--- config.mk ---
export PLATFORM = sky130hd
export DESIGN_NAME = tof_tx_scheduler
export DESIGN_NICKNAME = d
export VERILOG_FILES = /design/src/rtl/tof_tx_scheduler.sv
export SDC_FILE = /design/constraint.sdc
export NUM_CORES = 1
export LEC_CHECK = 0
export BUFFER_PORTS_ARGS = -buffer_cell sky130_fd_sc_hd__buf_2
export CAP_MARGIN = 25
export CORE_MARGIN = 3
export CORE_UTILIZATION = 55
export CTS_CLUSTER_SIZE = 10
export DETAILED_ROUTE_END_ITERATION = 12
export PLACE_DENSITY = 0.83
export SYNTH_ARGS = -nofsm -noshare
export SYNTH_HDL_FRONTEND = slang
export SYNTH_SLANG_ARGS = --single-unit
--- constraint.sdc ---
create_clock -name clk_50M -period 3.05 [get_ports clk_50M]
set_input_delay 0.1525 -clock clk_50M [delete_from_list [all_inputs] [get_ports clk_50M]]
set_output_delay 0.1525 -clock clk_50M [all_outputs]
set_load 0.02 [all_outputs]
--- src/rtl/tof_tx_scheduler.sv ---
// Queues 20-bit TOF results and paces them into the 5-byte UART frame
// transmitter, sequencing on its busy flag and enforcing an inter-frame gap.
module tof_tx_scheduler #(
  parameter int FIFO_AW      = 2,
  parameter int MIN_GAP      = 5000,
  parameter int BUSY_TIMEOUT = 16
) (
  input  logic               clk_50M,
  input  logic               rst_n,
  input  logic               tof_valid,
  input  logic [19:0]        tof_data,
  input  logic               en,
  input  logic               clr_stat,
  input  logic               tx_busy,
  output logic [19:0]        echo_tof_out,
  output logic               send_out,
  output logic [FIFO_AW:0]   fifo_level,
  output logic [7:0]         drop_cnt,
  output logic               overflow,
  output logic               timeout_err,
  output logic               sched_busy
);
  localparam int DEPTH   = 1 << FIFO_AW;
  localparam int CNT_MAX = (MIN_GAP > BUSY_TIMEOUT) ? MIN_GAP : BUSY_TIMEOUT;
  localparam int CW      = $clog2(CNT_MAX) + 1;
  localparam logic [CW-1:0]      TO_LAST  = CW'(BUSY_TIMEOUT - 1);
  localparam logic [CW-1:0]      GAP_LAST = CW'(MIN_GAP - 1);
  localparam logic [FIFO_AW:0]   LVL_FULL = (FIFO_AW+1)'(DEPTH);

  typedef enum logic [2:0] {
    S_IDLE, S_LOAD, S_TRIG, S_WAIT_BUSY, S_WAIT_DONE, S_GAP
  } state_e;

  state_e              state_q, state_d;
  logic [CW-1:0]       cnt_q, cnt_d;
  logic                send_q, send_d;
  logic                terr_q, terr_d;
  logic [19:0]         echo_q, echo_d;
  logic [19:0]         mem_q [DEPTH];
  logic [FIFO_AW-1:0]  wr_ptr_q, rd_ptr_q;
  logic [FIFO_AW:0]    level_q;
  logic [7:0]          drop_q;
  logic                ovf_q;
  logic                full, pop, push, drop;

  // LOAD is the only pop; a push landing on it while full frees its own slot.
  assign full = (level_q == LVL_FULL);
  assign pop  = (state_q == S_LOAD);
  assign push = tof_valid && (!full || pop);
  assign drop = tof_valid && full && !pop;

  always_ff @(posedge clk_50M or negedge rst_n) begin
    if (!rst_n) begin
      wr_ptr_q <= '0;
      rd_ptr_q <= '0;
      level_q  <= '0;
    end else begin
      if (push) wr_ptr_q <= wr_ptr_q + 1'b1;
      if (pop)  rd_ptr_q <= rd_ptr_q + 1'b1;
      case ({push, pop})
        2'b10:   level_q <= level_q + 1'b1;
        2'b01:   level_q <= level_q - 1'b1;
        default: ;
      endcase
    end
  end

  always_ff @(posedge clk_50M) begin
    if (push) mem_q[wr_ptr_q] <= tof_data;
  end

  // A drop coinciding with clr_stat restarts the count at 1.
  always_ff @(posedge clk_50M or negedge rst_n) begin
    if (!rst_n) begin
      drop_q <= '0;
      ovf_q  <= 1'b0;
    end else if (drop) begin
      drop_q <= clr_stat ? 8'd1 : ((drop_q == 8'hFF) ? drop_q : drop_q + 8'd1);
      ovf_q  <= 1'b1;
    end else if (clr_stat) begin
      drop_q <= '0;
      ovf_q  <= 1'b0;
    end
  end

  always_ff @(posedge clk_50M or negedge rst_n) begin
    if (!rst_n) begin
      state_q <= S_IDLE;
      cnt_q   <= '0;
      send_q  <= 1'b0;
      terr_q  <= 1'b0;
      echo_q  <= '0;
    end else begin
      state_q <= state_d;
      cnt_q   <= cnt_d;
      send_q  <= send_d;
      terr_q  <= terr_d;
      echo_q  <= echo_d;
    end
  end

  always_comb begin
    state_d = state_q;
    cnt_d   = '0;
    send_d  = send_q;
    echo_d  = echo_q;
    terr_d  = clr_stat ? 1'b0 : terr_q;
    case (state_q)
      S_IDLE: begin
        if (en && (level_q != '0) && !tx_busy) state_d = S_LOAD;
      end
      S_LOAD: begin
        echo_d  = mem_q[rd_ptr_q];
        state_d = S_TRIG;
      end
      S_TRIG: begin
        send_d  = 1'b1;
        state_d = S_WAIT_BUSY;
      end
      S_WAIT_BUSY: begin
        if (tx_busy) begin
          send_d  = 1'b0;
          state_d = S_WAIT_DONE;
        end else if (cnt_q == TO_LAST) begin
          send_d  = 1'b0;
          terr_d  = 1'b1;
          state_d = S_GAP;
        end else begin
          cnt_d = cnt_q + 1'b1;
        end
      end
      S_WAIT_DONE: begin
        if (!tx_busy) state_d = S_GAP;
      end
      S_GAP: begin
        if (cnt_q == GAP_LAST) state_d = S_IDLE;
        else                   cnt_d   = cnt_q + 1'b1;
      end
      default: state_d = S_IDLE;
    endcase
  end

  assign echo_tof_out = echo_q;
  assign send_out     = send_q;
  assign fifo_level   = level_q;
  assign drop_cnt     = drop_q;
  assign overflow     = ovf_q;
  assign timeout_err  = terr_q;
  assign sched_busy   = (state_q != S_IDLE);

endmodule
Yosys cells after proc, flatten, opt, wreduce, memory -nomap -nowiden:

Memory sizes are Yosys's and may differ from the RTL's. A register that Yosys moved wholly into a read port is not among the register bits.
Index checks and enable logic that the tools add are counted.

* word-level logic and storage cells: 77
* memories kept: 1
* register bits: 35
* output and inout port bits: 35
* RAM bits: 80
* input bits: 26

* eq/ne operators: 16
* reductions and logical operators: 19
* add/subtract/negate cells: 6
* mux-type cells: 26

Memory list
* mem_q: words 4, bits a word 20, rd ports 1, clocked after Yosys merged registers in 1, write ports 1, line 39 `logic [19:0] mem_q [DEPTH];`

Operator list (number)
* 14-bit 2-to-1 mux: 3
* 8-bit 2-to-1 mux: 4
* 14-bit case mux with 2 select lines: 1
* 3-bit case mux with 6 select lines: 1
* 3-bit 2-to-1 mux: 5
* 14-bit by 1-bit adder with 14-bit output, second input constant: 1
* 14-bit by 13-bit equality test with 1-bit output, second input constant: 1
* 14-bit by 4-bit equality test with 1-bit output, second input constant: 1
* 1-bit 2-to-1 mux: 10
* 3-bit equality test, second input constant: 3
* 8-bit by 1-bit adder with 8-bit output, second input constant: 1
* 8-bit equality test, second input constant: 1
* 2-bit != test, second input constant: 4
* 3-bit by 2-bit equality test with 1-bit output, second input constant: 2
* 3-bit case mux with 2 select lines: 1
* 2-bit nonzero test: 3
* 3-bit nonzero test: 2
* 1-bit logical AND: 5
* 2-bit by 1-bit adder with 2-bit output, second input constant: 2
* 1-bit logical NOT: 4
* 2-bit AND reduction: 2
* 4-bit AND reduction: 1
* 3-bit by 1-bit adder with 3-bit output, second input constant: 1
* 3-bit by 1-bit equality test with 1-bit output, second input constant: 1
* 7 further kinds: 7

Depth between registers and ports, before layout:

Gate-level depths: netlist of the first run.

* word-level depth: 6
* gate-level depth with buffers: 12
* gate-level depth less buffers: 10

Worst setup path before layout of the first run:

OpenSTA, ideal clock, no wires.

* path type: reg-to-reg
* start: reg state_q[1]
* end: reg level_q[2], in the netlist fifo_level[2]
* slack: 0.728 ns
* period minus slack after synthesis: 2.322 ns
* data required time: 2.970 ns
* data arrival time: 2.242 ns
* setup time: 0.080 ns
* cell stages (with the launch flop): 12
* path through: dfrtp_1 buf_2 or3b_1 buf_2 inv_1 buf_2 ha_1 inv_1 fa_1 xor2_1 nor2_1 xor2_1

* word-level cells in the longest chain between the ends: 5
* elaborated cells between the ends (all ways): 7

RTL lines
* start, declared: line 34 `state_e state_q, state_d;`
* start signal, assigned: line 94 `state_q <= state_d;`
* 3-bit by 1-bit equality test with 1-bit output (*): line 48 `assign pop = (state_q == S_LOAD);`
* 1-bit logical OR: line 49 `assign push = tof_valid && (!full || pop);`
* 1-bit logical AND: line 49
* 2-bit by 1-bit equality test with 1-bit output / 2-bit equality test (equally long branches): line 60 `case ({push, pop})`
* 3-bit case mux with 2 select lines / 2-bit nonzero test (equally long branches)
* end signal, assigned: line 61 `2'b10: level_q <= level_q + 1'b1;`
* end signal, assigned: line 62 `2'b01: level_q <= level_q - 1'b1;`
* end, declared: line 41 `logic [FIFO_AW:0] level_q;`

Mark *: on every way between the ends. The rest lies on a longest branch, timed or not.
A chain may end at the register's enable or synchronous reset.

Worst setup path after layout of the first run:

* start: reg state_q[0]
* end: reg level_q[2], in the netlist fifo_level[2]

The elaborated chain is that of the path after synthesis.

==> summary.txt, run 1 <==
Critical path
  – Data required time at the worst endpoint: about 3.5 ns
  – Critical R2R Capture: fifo_level[2]
  – R2r startpoint: state_q[0]
  – Critical Path AT: 2.84 ns
  – Worst Setup EP: fifo_level[2]
  – Crit. End Element: flip-flop
  – Worst reg-to-reg setup slack: 0.66 ns
  – CP Max Fanout: 27
  – Worst Reg-to-Reg Cells: 9
  – Nature of the critical path startpoint: flip-flop
  – Crit. Startpoint: state_q[0]
  – Crit Path Class: flip-flop to flip-flop

Pwr
  – P per Cell Area: 962.7 mW/mm²
  – Lkg Pwr: between 2 and 3 nW
  – Total Power: 6.509 mW
  – VDD IR-drop max: 0.0007170 V

STA
  – Final Cycle Share: between 70 and 80%
  – RSZ-0062 raised after global routing: false
  – Worst-Margin Slew: 1.026 ns
  – Skew final: 0.01313 ns
  – Setup TNS Final: 0 ns
  – Slew HR: between 30% and 40%
  – Final min period: 2.390 ns
  – Fmax: around 0.42 GHz
  – Final Hold Viols: 0
  – Pins Over Slew Limit: 0
  – Worst setup margin: 0.6605 ns
  – Number of setup violations in the final report: 0

Route
  – Routed Wire Length: roughly 11000 µm
  – Post-DR wirelength/cell: 18.52 µm
  – Post-DRT Antenna Nets: 0
  – Via count: around 3500
  – Via density: 5.612
  – Drt first pass iters: 4
  – DR DRC count: 0
  – Iteration-0 DRC Markers: 317

Clock network
  – CTS max path bufs: 2
  – CTS tree: done
  – CTS resizes: 0
  – Setup bufs post-CTS: 0
  – Reg clk slew, reported paths: 0.06 ns
  – Clock Latency Late Sink: 0.53 ns
  – CTS H-Tree Depth: 4
  – Clock Sinks: 135
  – Cts bufs inserted: 17
  – Clock root buffer: clkbuf_8

Global routing
  – Overall routing resource usage: 22.26%
  – Vias in the first global route: between 3000 and 4000
  – Initial antenna violation count: 0
  – Global-route wire length before repair: 18910 µm
  – Grt ovf: 0
  – Pin count of the biggest net entering global routing: 30

Synth
  – Top-area cell type share of the netlist area: 43.48%
  – Synthesized cell area: 0.005525 mm²
  – Synth warnings: 0
  – EDFF count, synth: 80
  – Area contributors post-synth: edfxtp_1, dfrtp_1, mux4_2, nand2_1, xnor2_1
  – Syn_area_per_cell: about 15 µm²
  – Syn nets: 414
  – Seq cells post-synth: 135
  – Synth area leader: edfxtp_1
  – Proportion of synthesized flip-flops having asynchronous set or reset: 40.74%
  – Most frequent cells after synthesis: edfxtp_1, nand2_1, dfrtp_1
  – Top-count cell post-synth: edfxtp_1
  – Synth Flop Type: edfxtp_1
  – Syn Inst Count: 380
  – Seq/Total Area, Yosys: between 60% and 70%
  – Post-synthesis cell type count: 44

Floorplanning
  – DIE WIDTH: 106.2 µm
  – Starting Density: 58.14%
  – Std-Cell Rows: 35
  – Die Area: about 0.011 mm²
  – Io pins: 61
  – Die Y-Extent: 106.2 µm
  – Core area: around 0.0095 mm²

Cells and area
  – Share of cells above drive strength 1: 26.18%
  – Reg area: 0.003779 mm²
  – Fillers: 621
  – Area of the multi-input gates: roughly 0.0016 mm²
  – Layout net count: 510
  – Antenna cells: 0
  – Layout Cells excl Fill: 618
  – Area Overhead vs Synth: 22.37%

Place
  – DP Cell Count: 564
  – DP HPWL: 6841 µm
  – Final RePlAce weighted congestion: 0.8803
  – Setup WS pre-CTS: 0.6800 ns
  – Port buffer count: 60

Worst hold path
  – Hold Path Class: input pin to flip-flop

Flow run
  – Max-Cap Viols: 0

Outcome
  – Status: finished clean
per-layer routing:
| metal | vias to the layer above | part of all wire [%] | track usage, % | wire [µm] |
|---|---|---|---|---|
| li1 | 1579 | - | - | - |
| met1 | 1723 | 40 | 27.29 | 4525 |
| met2 | 136 | 53 | 37.56 | 6085 |
| met3 | 30 | 5.2 | 5.829 | 598 |
| met4 | 0 | 2.1 | 9.343 | 239 |
| met5 | - | 0 | 0 | 0 |
critical path, stage by stage (launching register included):
cell	delay [ns]
dfrtp_1	0.52
or3b_1	0.41
buf_4	0.26
inv_1	0.11
ha_1	0.18
inv_1	0.06
fa_1	0.37
xor2_1	0.15
nor2_1	0.11
xor2_1	0.15
metrics by stage:
stage               util (%)  hold slack (ns)  cell area [µm²]
finish                 71.15          0.05955             6761
detailed placement     63.08           0.1641             5995
global placement       62.87           0.3614             5974
CTS                    71.15          0.01632             6761
floorplan                  -          -0.1431             5525
global route           71.15          0.06352             6761
cell families after synthesis:
family | count (synthesis) | synth area share (%)
AOI/OAI and AO/OA | 23 | 3.238
xor gates and xnor gates | 20 | 3.170
adders and majority gates | 8 | 1.947
buffers and inverters | 28 | 2.264
DFF | 135 | 68.39
muxes | 24 | 8.899
and+or+nand+nor | 142 | 12.09
repair_timing:
action	4_1_cts	5_1_grt
endpoints found under the setup margin	0	0
hold endpoints to repair	111	0
hold buffers	22	0
layout make-up:
| type | count | area share [%] |
|---|---|---|
| Clock buffer | 18 | 6.181 |
| Timing Repair Buffer | 91 | 8.882 |
| Clock inverter | 14 | 1.906 |
| Tap cell | 129 | 2.387 |
| Multi-Input combinational cell | 217 | 23.98 |
| Inverter | 14 | 0.7772 |
| Sequential cell | 135 | 55.88 |
power breakdown:
part	total [mW]	internal, mW	leakage, nW	switching, mW
clock network	1.88	1.03	0.261	0.848
logic	1.90	0.782	1.04	1.12
registers	2.73	2.42	1.44	0.307
state kept, by name, summed over array words and instances (netlist names):
register / cells
overflow: 1
cnt_q: 14
drop_cnt: 8
state_q: 3
fifo_level: 3
mem_q: 80
timeout_err: 1
echo_tof_out: 20
rd_ptr_q: 2
send_out: 1
wr_ptr_q: 2
how the worst min path moves through the flow:
stage                  from      endpoint  cells after the start
2_1_floorplan         rst_n      cnt_q[0]                      0
3_3_place_gp   tof_data[15]  mem_q[0][15]                      1
3_5_place_dp          rst_n   drop_cnt[0]                      1
4_1_cts             tx_busy    state_q[0]                      4
5_1_grt             tx_busy    state_q[0]                      4
6_report            tx_busy    state_q[0]                      4
placed cells by master (no fill, tap or decap), types with 3 or more instances in the layout:
cell           Yosys  final
edfxtp_1          80     80
nand2_1           73     73
buf_2              7     60
dfrtp_1           55     55
nor2_1            23     23
dlygate4sd3_1      0     22
mux4_2            20     20
clkbuf_16          0     16
xnor2_1           15     15
inv_1             14     14
nor3_1             8      8
buf_4              1      8
nand3_1            7      7
ha_1               7      7
nand4_1            6      6
o21ai_0            6      6
xor2_1             5      5
and3_1             5      5
inv_6              0      5
nor4_1             4      4
a21oi_1            4      4
inv_8              0      4
or3_1              3      3
mux2i_1            3      3
clkinvlp_4         0      3
(Power assumes the default switching activity.)
==> run 2: changes to the inputs <==
==> constraint.sdc (replaced) <==
create_clock -name clk_50M -period 2.5 [get_ports clk_50M]
set_input_delay 0.125 -clock clk_50M [delete_from_list [all_inputs] [get_ports clk_50M]]
set_output_delay 0.125 -clock clk_50M [all_outputs]
set_load 0.02 [all_outputs]
==> summary.txt, run 2 (synthesis results as in run 1) <==
Outcome
  – Status: finished clean

Global routing
  – Met2 Use GR: 40.32% (+2.8 points)
  – Met3 usage in global routing: 6.254% (+0.43 points)
  – Initial antenna violation count: 0 (unchanged)
  – GR Layer Usage met1: 27.58% (+0.29 points)
  – Global-route wire length before repair: 19750 µm (+4.4%)
  – Grt ovf: 0 (unchanged)
  – Busiest grt layer: met2
  – Overall routing resource usage: 23.41% (+1.2 points)
  – Vias in the first global route: 3771 (+0.77%)
  – Pin count of the biggest net entering global routing: 30 (unchanged)

Cells and area
  – Biggest register: mem_q
  – Commonest non-fill, non-tap cell in the layout: edfxtp_1
  – Layout net count: 517 (+1.4%)
  – Area Overhead vs Synth: 25.02%
  – Share of cells above drive strength 1: 26.81% (+0.64 points)
  – Most frequent cells in the layout: edfxtp_1, nand2_1, buf_2
  – Antenna cells: 0 (unchanged)
  – Max reg flops: 80 (unchanged)

Place
  – Final RePlAce weighted congestion: 0.8615 (-2.1%)
  – DP HPWL: 6878 µm (+0.54%)
  – Port buffer count: 60 (unchanged)

STA
  – Final Hold Viols: 0 (unchanged)
  – Final min period: 2.202 ns (-0.1871 ns)
  – Worst-Margin Slew: 0.5029 ns (-0.5232 ns)
  – Skew final: 0.009454 ns (-0.003675 ns)
  – Setup TNS Final: 0 ns (unchanged)
  – Pins Over Slew Limit: 0 (unchanged)
  – Fmax: 0.4540 GHz (+8.5%)
  – Final Cycle Share: 88.10% (+9.8 points)
  – Number of setup violations in the final report: 0 (unchanged)
  – Slew HR: 66.47% (+35 points)
  – RSZ-0062 raised after global routing: false

Pwr
  – Lkg Pwr: 2.825 nW (+3.0%)
  – Total Power: 8.371 mW (+29%)
  – P per Cell Area: 1212 mW/mm² (+26%)
  – VDD IR-drop max: 0.0008077 V (+13%)

Clock network
  – CTS H-Tree Depth: 4 (unchanged)
  – CTS tree: done
  – Setup bufs post-CTS: 0 (unchanged)
  – Clock root buffer: clkbuf_8
  – Cts bufs inserted: 17 (unchanged)
  – Reg clk slew, reported paths: 0.06 ns (about the same)
  – Clock Latency Late Sink: 0.52 ns (about the same)
  – CTS max path bufs: 2 (unchanged)
  – Clock Sinks: 135 (unchanged)
  – CTS resizes: 0 (unchanged)

Floorplanning
  – Core area: 0.009503 mm² (unchanged)
  – DIE WIDTH: 106.2 µm (unchanged)
  – Io pins: 61 (unchanged)
  – Die Area: 0.01128 mm² (unchanged)
  – Std-Cell Rows: 35 (unchanged)
  – Starting Density: 58.14% (unchanged)
  – Die Y-Extent: 106.2 µm (unchanged)

Route
  – Post-DR wirelength/cell: 18.90 µm (+2.0%)
  – DR DRC count: 0 (unchanged)
  – Iteration-0 DRC Markers: 206 (-35%)
  – Routed Wire Length: 11810 µm (+3.2%)
  – Post-DRT Antenna Nets: 0 (unchanged)
  – Via density: 5.581 (-0.55%)
  – Drt first pass iters: 4 (unchanged)
  – Via count: 3488 (+0.58%)

Critical path
  – Nature of the critical path startpoint: flip-flop
  – CP Max Fanout: 5 (-81%)
  – Crit Path Class: flip-flop to flip-flop
  – Worst Reg-to-Reg Cells: 10 (+1)
  – R2r startpoint: state_q[2]
  – Slowest CP cell: or3b_1
  – Crit. Startpoint: state_q[2]
  – Kind of cell adding the most delay to the critical path: simple AND/OR/NAND/NOR gates
  – Crit. End Element: flip-flop
  – Worst-path cell chain: or3b_1, nand4_1, and2_1, inv_1, ha_1, inv_1, fa_1, xor2_1, nor2_1, xor2_1
  – Data required time at the worst endpoint: 2.90 ns (-0.60 ns)
  – CP Buf/Inv Count: 2 (-1)
  – WP depth: 10 (+1)
  – Critical Path AT: 2.60 ns (-0.24 ns)
  – CP peak stage delay: 0.42 ns (-0.10 ns)

Worst hold path
  – Hold Path Class: input pin to asynchronous set/reset pin

Flow run
  – Max-Cap Viols: 0 (unchanged)
## run 2: cell count changes in the layout (fill, tap and decap cells not counted), sizes merged
cell | before | now
inv | 23 | 17
bufinv | 0 | 4
clkbuf | 18 | 20
clkinvlp | 3 | 0
buf | 69 | 75
clkinv | 2 | 5
dlygate4sd3 | 22 | 23
## run 2: worst paths after layout
kind | end | slack [ns]
hold / removal | send_out | 0.07
hold reg to reg | cnt_q[0] | 0.46
max in group asynchronous | echo_tof_out[11] | 1.76
setup / recovery | fifo_level[2] | 0.30
setup reg to reg | fifo_level[2] | 0.30
min in group clk_50M | wr_ptr_q[0] | 0.07
## run 2: where the power goes
group | total [mW] | internal, mW | switching [mW]
Combinational | 2.53 | 1.03 | 1.50
Sequential | 3.24 | 2.96 | 0.279
Clock | 2.61 | 1.66 | 0.942
Total | 8.37 | 5.65 | 2.72
## run 2: worst register-to-register path, delay by kind of cell (launching register included)
kind	cells	cell delay [ns]
XOR/XNOR	2	0.29
adder cells (fa/ha/maj)	2	0.40
buffers and inverters	2	0.14
flip-flops	1	0.37
AND/OR/NAND/NOR	4	0.88
## run 2: layout make-up
type / instances / area (µm²)
sequential: 135 / 3779
fill: 599 / 2595
multi-input combinational: 217 / 1622
timing repair buffer: 98 / 668.1
clock buffer: 20 / 435.4
clock inverter: 12 / 190.2
tap: 129 / 161.4
inverter: 14 / 52.55
## run 2: per-stage QoR
stage | utilization (%) | hold WS [ns] | std cells | instance area [µm²] | setup slack, ns
final | 72.69 | 0.06765 | 625 | 6908 | 0.2975
after global routing | 72.69 | 0.09377 | 625 | 6908 | 0.1527
after CTS | 72.69 | 0.04150 | 625 | 6908 | 0.3050
after detailed placement | 63.69 | 0.08196 | 570 | 6052 | 0.3191
after global placement | 63.48 | 0.3338 | 569 | 6032 | 0.4122
after floorplan | - | -0.1706 | 380 | 5525 | 0.1780
## run 2: repair_timing
| action | CTS | global route |
|---|---|---|
| setup endpoints to repair | 0 | 0 |
| hold buffers | 23 | 0 |
| hold endpoints to repair | 135 | 0 |
## run 2: metal layers
metal	routed length, µm	part of all wire [%]
met1	4615	39
met2	6344	54
met3	632	5.4
met4	221	1.9
met5	0	0
==> run 3: changes to the inputs <==
--- a/config.mk
+++ b/config.mk
@@ -11,7 +11,7 @@
 export CORE_UTILIZATION = 55
 export CTS_CLUSTER_SIZE = 10
 export DETAILED_ROUTE_END_ITERATION = 12
-export PLACE_DENSITY = 0.83
+export PLACE_DENSITY = 0.76
 export SYNTH_ARGS = -nofsm -noshare
 export SYNTH_HDL_FRONTEND = slang
 export SYNTH_SLANG_ARGS = --single-unit
==> summary.txt, run 3 (synthesis results as in run 1) <==
STA
  – Slew HR: 53.24% (-13 points)
  – Fmax: 0.4669 GHz (+2.8%)
  – Setup TNS Final: 0 ns (unchanged)
  – Final Cycle Share: 85.67% (-2.4 points)
  – RSZ-0062 raised after global routing: false
  – Worst-Margin Slew: 0.7014 ns (+0.1985 ns)
  – Final min period: 2.142 ns (-0.06083 ns)
  – Number of setup violations in the final report: 0 (unchanged)
  – Skew final: 0.006151 ns (-0.003304 ns)
  – Final Hold Viols: 0 (unchanged)
  – Pins Over Slew Limit: 0 (unchanged)

Cells and area
  – Most frequent cells in the layout: edfxtp_1, nand2_1, buf_2
  – Fillers: 620 (+3.5%)
  – Area of the multi-input gates: 0.001622 mm² (unchanged)
  – Reg area: 0.003779 mm² (unchanged)
  – Antenna cells: 0 (unchanged)
  – Biggest register: mem_q
  – Layout net count: 516 (-0.19%)
  – Area Overhead vs Synth: 24.00%
  – Fin util: 72.10% (-0.59 points)
  – Max reg flops: 80 (unchanged)
  – Layout Cells excl Fill: 624 (-0.16%)
  – Commonest non-fill, non-tap cell in the layout: edfxtp_1
  – Share of cells above drive strength 1: 26.26% (-0.55 points)

Critical path
  – Nature of the critical path startpoint: flip-flop
  – Data required time at the worst endpoint: 2.91 ns (about the same)
  – CP Buf/Inv Count: 2 (unchanged)
  – CP peak stage delay: 0.42 ns (about the same)
  – Crit Path Class: flip-flop to flip-flop
  – CP Max Fanout: 5 (unchanged)
  – Slowest CP cell: or3b_1
  – Kind of cell adding the most delay to the critical path: simple AND/OR/NAND/NOR gates
  – Worst-path cell chain: or3b_1, nand4_1, and2_1, inv_1, ha_1, inv_1, fa_1, xor2_1, nor2_1, xor2_1
  – Crit. End Element: flip-flop
  – Critical Path AT: 2.55 ns (-0.05 ns)

Floorplanning
  – Std-Cell Rows: 35 (unchanged)
  – Io pins: 61 (unchanged)
  – Core area: 0.009503 mm² (unchanged)
  – Starting Density: 58.14% (unchanged)
  – Die Y-Extent: 106.2 µm (unchanged)
  – Die Area: 0.01128 mm² (unchanged)
  – DIE WIDTH: 106.2 µm (unchanged)

Route
  – Iteration-0 DRC Markers: 166 (-19%)
  – Via count: 3398 (-2.6%)
  – Post-DRT Antenna Nets: 0 (unchanged)
  – Routed Wire Length: 10640 µm (-9.9%)
  – Via density: 5.446 (-2.4%)
  – Post-DR wirelength/cell: 17.05 µm (-9.8%)
  – DR DRC count: 0 (unchanged)
  – Drt first pass iters: 4 (unchanged)

Place
  – Final RePlAce weighted congestion: 0.8161 (-5.3%)
  – Port buffer count: 60 (unchanged)
  – DP HPWL: 6326 µm (-8.0%)
  – DP Cell Count: 569 (-0.18%)

Global routing
  – Grt ovf: 0 (unchanged)
  – Initial antenna violation count: 0 (unchanged)
  – Pin count of the biggest net entering global routing: 30 (unchanged)
  – Overall routing resource usage: 20.87% (-2.5 points)
  – Global-route wire length before repair: 17710 µm (-10%)
  – Vias in the first global route: 3497 (-7.3%)

Pwr
  – P per Cell Area: 1187 mW/mm² (-2.0%)
  – VDD IR-drop max: 0.0007732 V (-4.3%)
  – Lkg Pwr: 2.796 nW (-1.0%)

Clock network
  – Clock Sinks: 135 (unchanged)
  – Reg clk slew, reported paths: 0.06 ns (about the same)
  – CTS resizes: 0 (unchanged)
  – Setup bufs post-CTS: 0 (unchanged)
  – CTS tree: done
  – Clock Latency Late Sink: 0.53 ns (about the same)
  – Number of hold buffers added after cts: 23 (unchanged)
  – Clock root buffer: clkbuf_8
  – CTS H-Tree Depth: 4 (unchanged)
  – CTS max path bufs: 2 (unchanged)
  – Cts bufs inserted: 17 (unchanged)

Outcome
  – Status: finished clean

Flow run
  – Max-Cap Viols: 0 (unchanged)

Worst hold path
  – Hold Path Class: input pin to flip-flop
-- run 3: cell types whose count changed in the layout (fill, tap and decap cells not counted), sizes merged --
cell      previous run  this run
inv                 17        16
clkinvlp             0         1
bufinv               4         3
buf                 75        74
clkbuf              20        21
-- run 3: area by class of cell --
| cell class | instances | share of cell area (%) |
|---|---|---|
| Inverter | 14 | 0.7670 |
| Clock inverter | 11 | 2.191 |
| Tap cell | 129 | 2.356 |
| Multi-Input combinational cell | 217 | 23.67 |
| Timing Repair Buffer | 97 | 9.459 |
| Clock buffer | 21 | 6.410 |
| Sequential cell | 135 | 55.15 |
-- run 3: worst register-to-register path, cell delays in order, from the launching register on --
cell and delay (ns):
dfrtp_1 0.37, or3b_1 0.42, nand4_1 0.17, and2_1 0.21
inv_1 0.06, ha_1 0.21, inv_1 0.07, fa_1 0.17
xor2_1 0.14, nor2_1 0.06, xor2_1 0.14
-- run 3: per-stage QoR --
| stage | hold WS (ns) | power, mW | cell area [µm²] | setup slack (ns) |
|---|---|---|---|---|
| 2_1_floorplan | -0.1706 | 4.927 | 5525 | 0.1780 |
| 3_3_place_gp | 0.1917 | 5.627 | 6032 | 0.4171 |
| 3_5_place_dp | 0.2077 | 5.686 | 6032 | 0.3531 |
| 4_1_cts | 0.04009 | 8.234 | 6852 | 0.3439 |
| 5_1_grt | 0.08085 | 8.586 | 6852 | 0.1943 |
| 6_report | 0.06908 | 8.135 | 6852 | 0.3584 |
-- run 3: routing by layer --
layer | share of wire [%] | global-route usage, % | vias to the layer above
met5 | 0 | 0 | -
li1 | - | - | 1596
met3 | 6.9 | 7.772 | 16
met4 | 1.5 | 7.401 | 0
met1 | 43 | 27.53 | 1675
met2 | 48 | 32.08 | 111
-- run 3: power breakdown --
part           internal (mW)  switching, mW  total [mW]
clock                   1.55          0.918        2.47
combinational           1.02           1.42        2.44
sequential              2.95          0.272        3.23
total                   5.52           2.61        8.14
-- run 3: path summary, 6_finish.rpt --
check	from	end	slack (ns)	depth (start not counted)
max reg2reg	state_q[2]	fifo_level[2]	0.36	10
min	tof_valid	wr_ptr_q[0]	0.07	3
min in group asynchronous	rst_n	drop_cnt[5]	0.18	2
max in group asynchronous	rst_n	drop_cnt[7]	1.62	3
min reg2reg	cnt_q[0]	cnt_q[0]	0.46	1
max	state_q[2]	fifo_level[2]	0.36	10
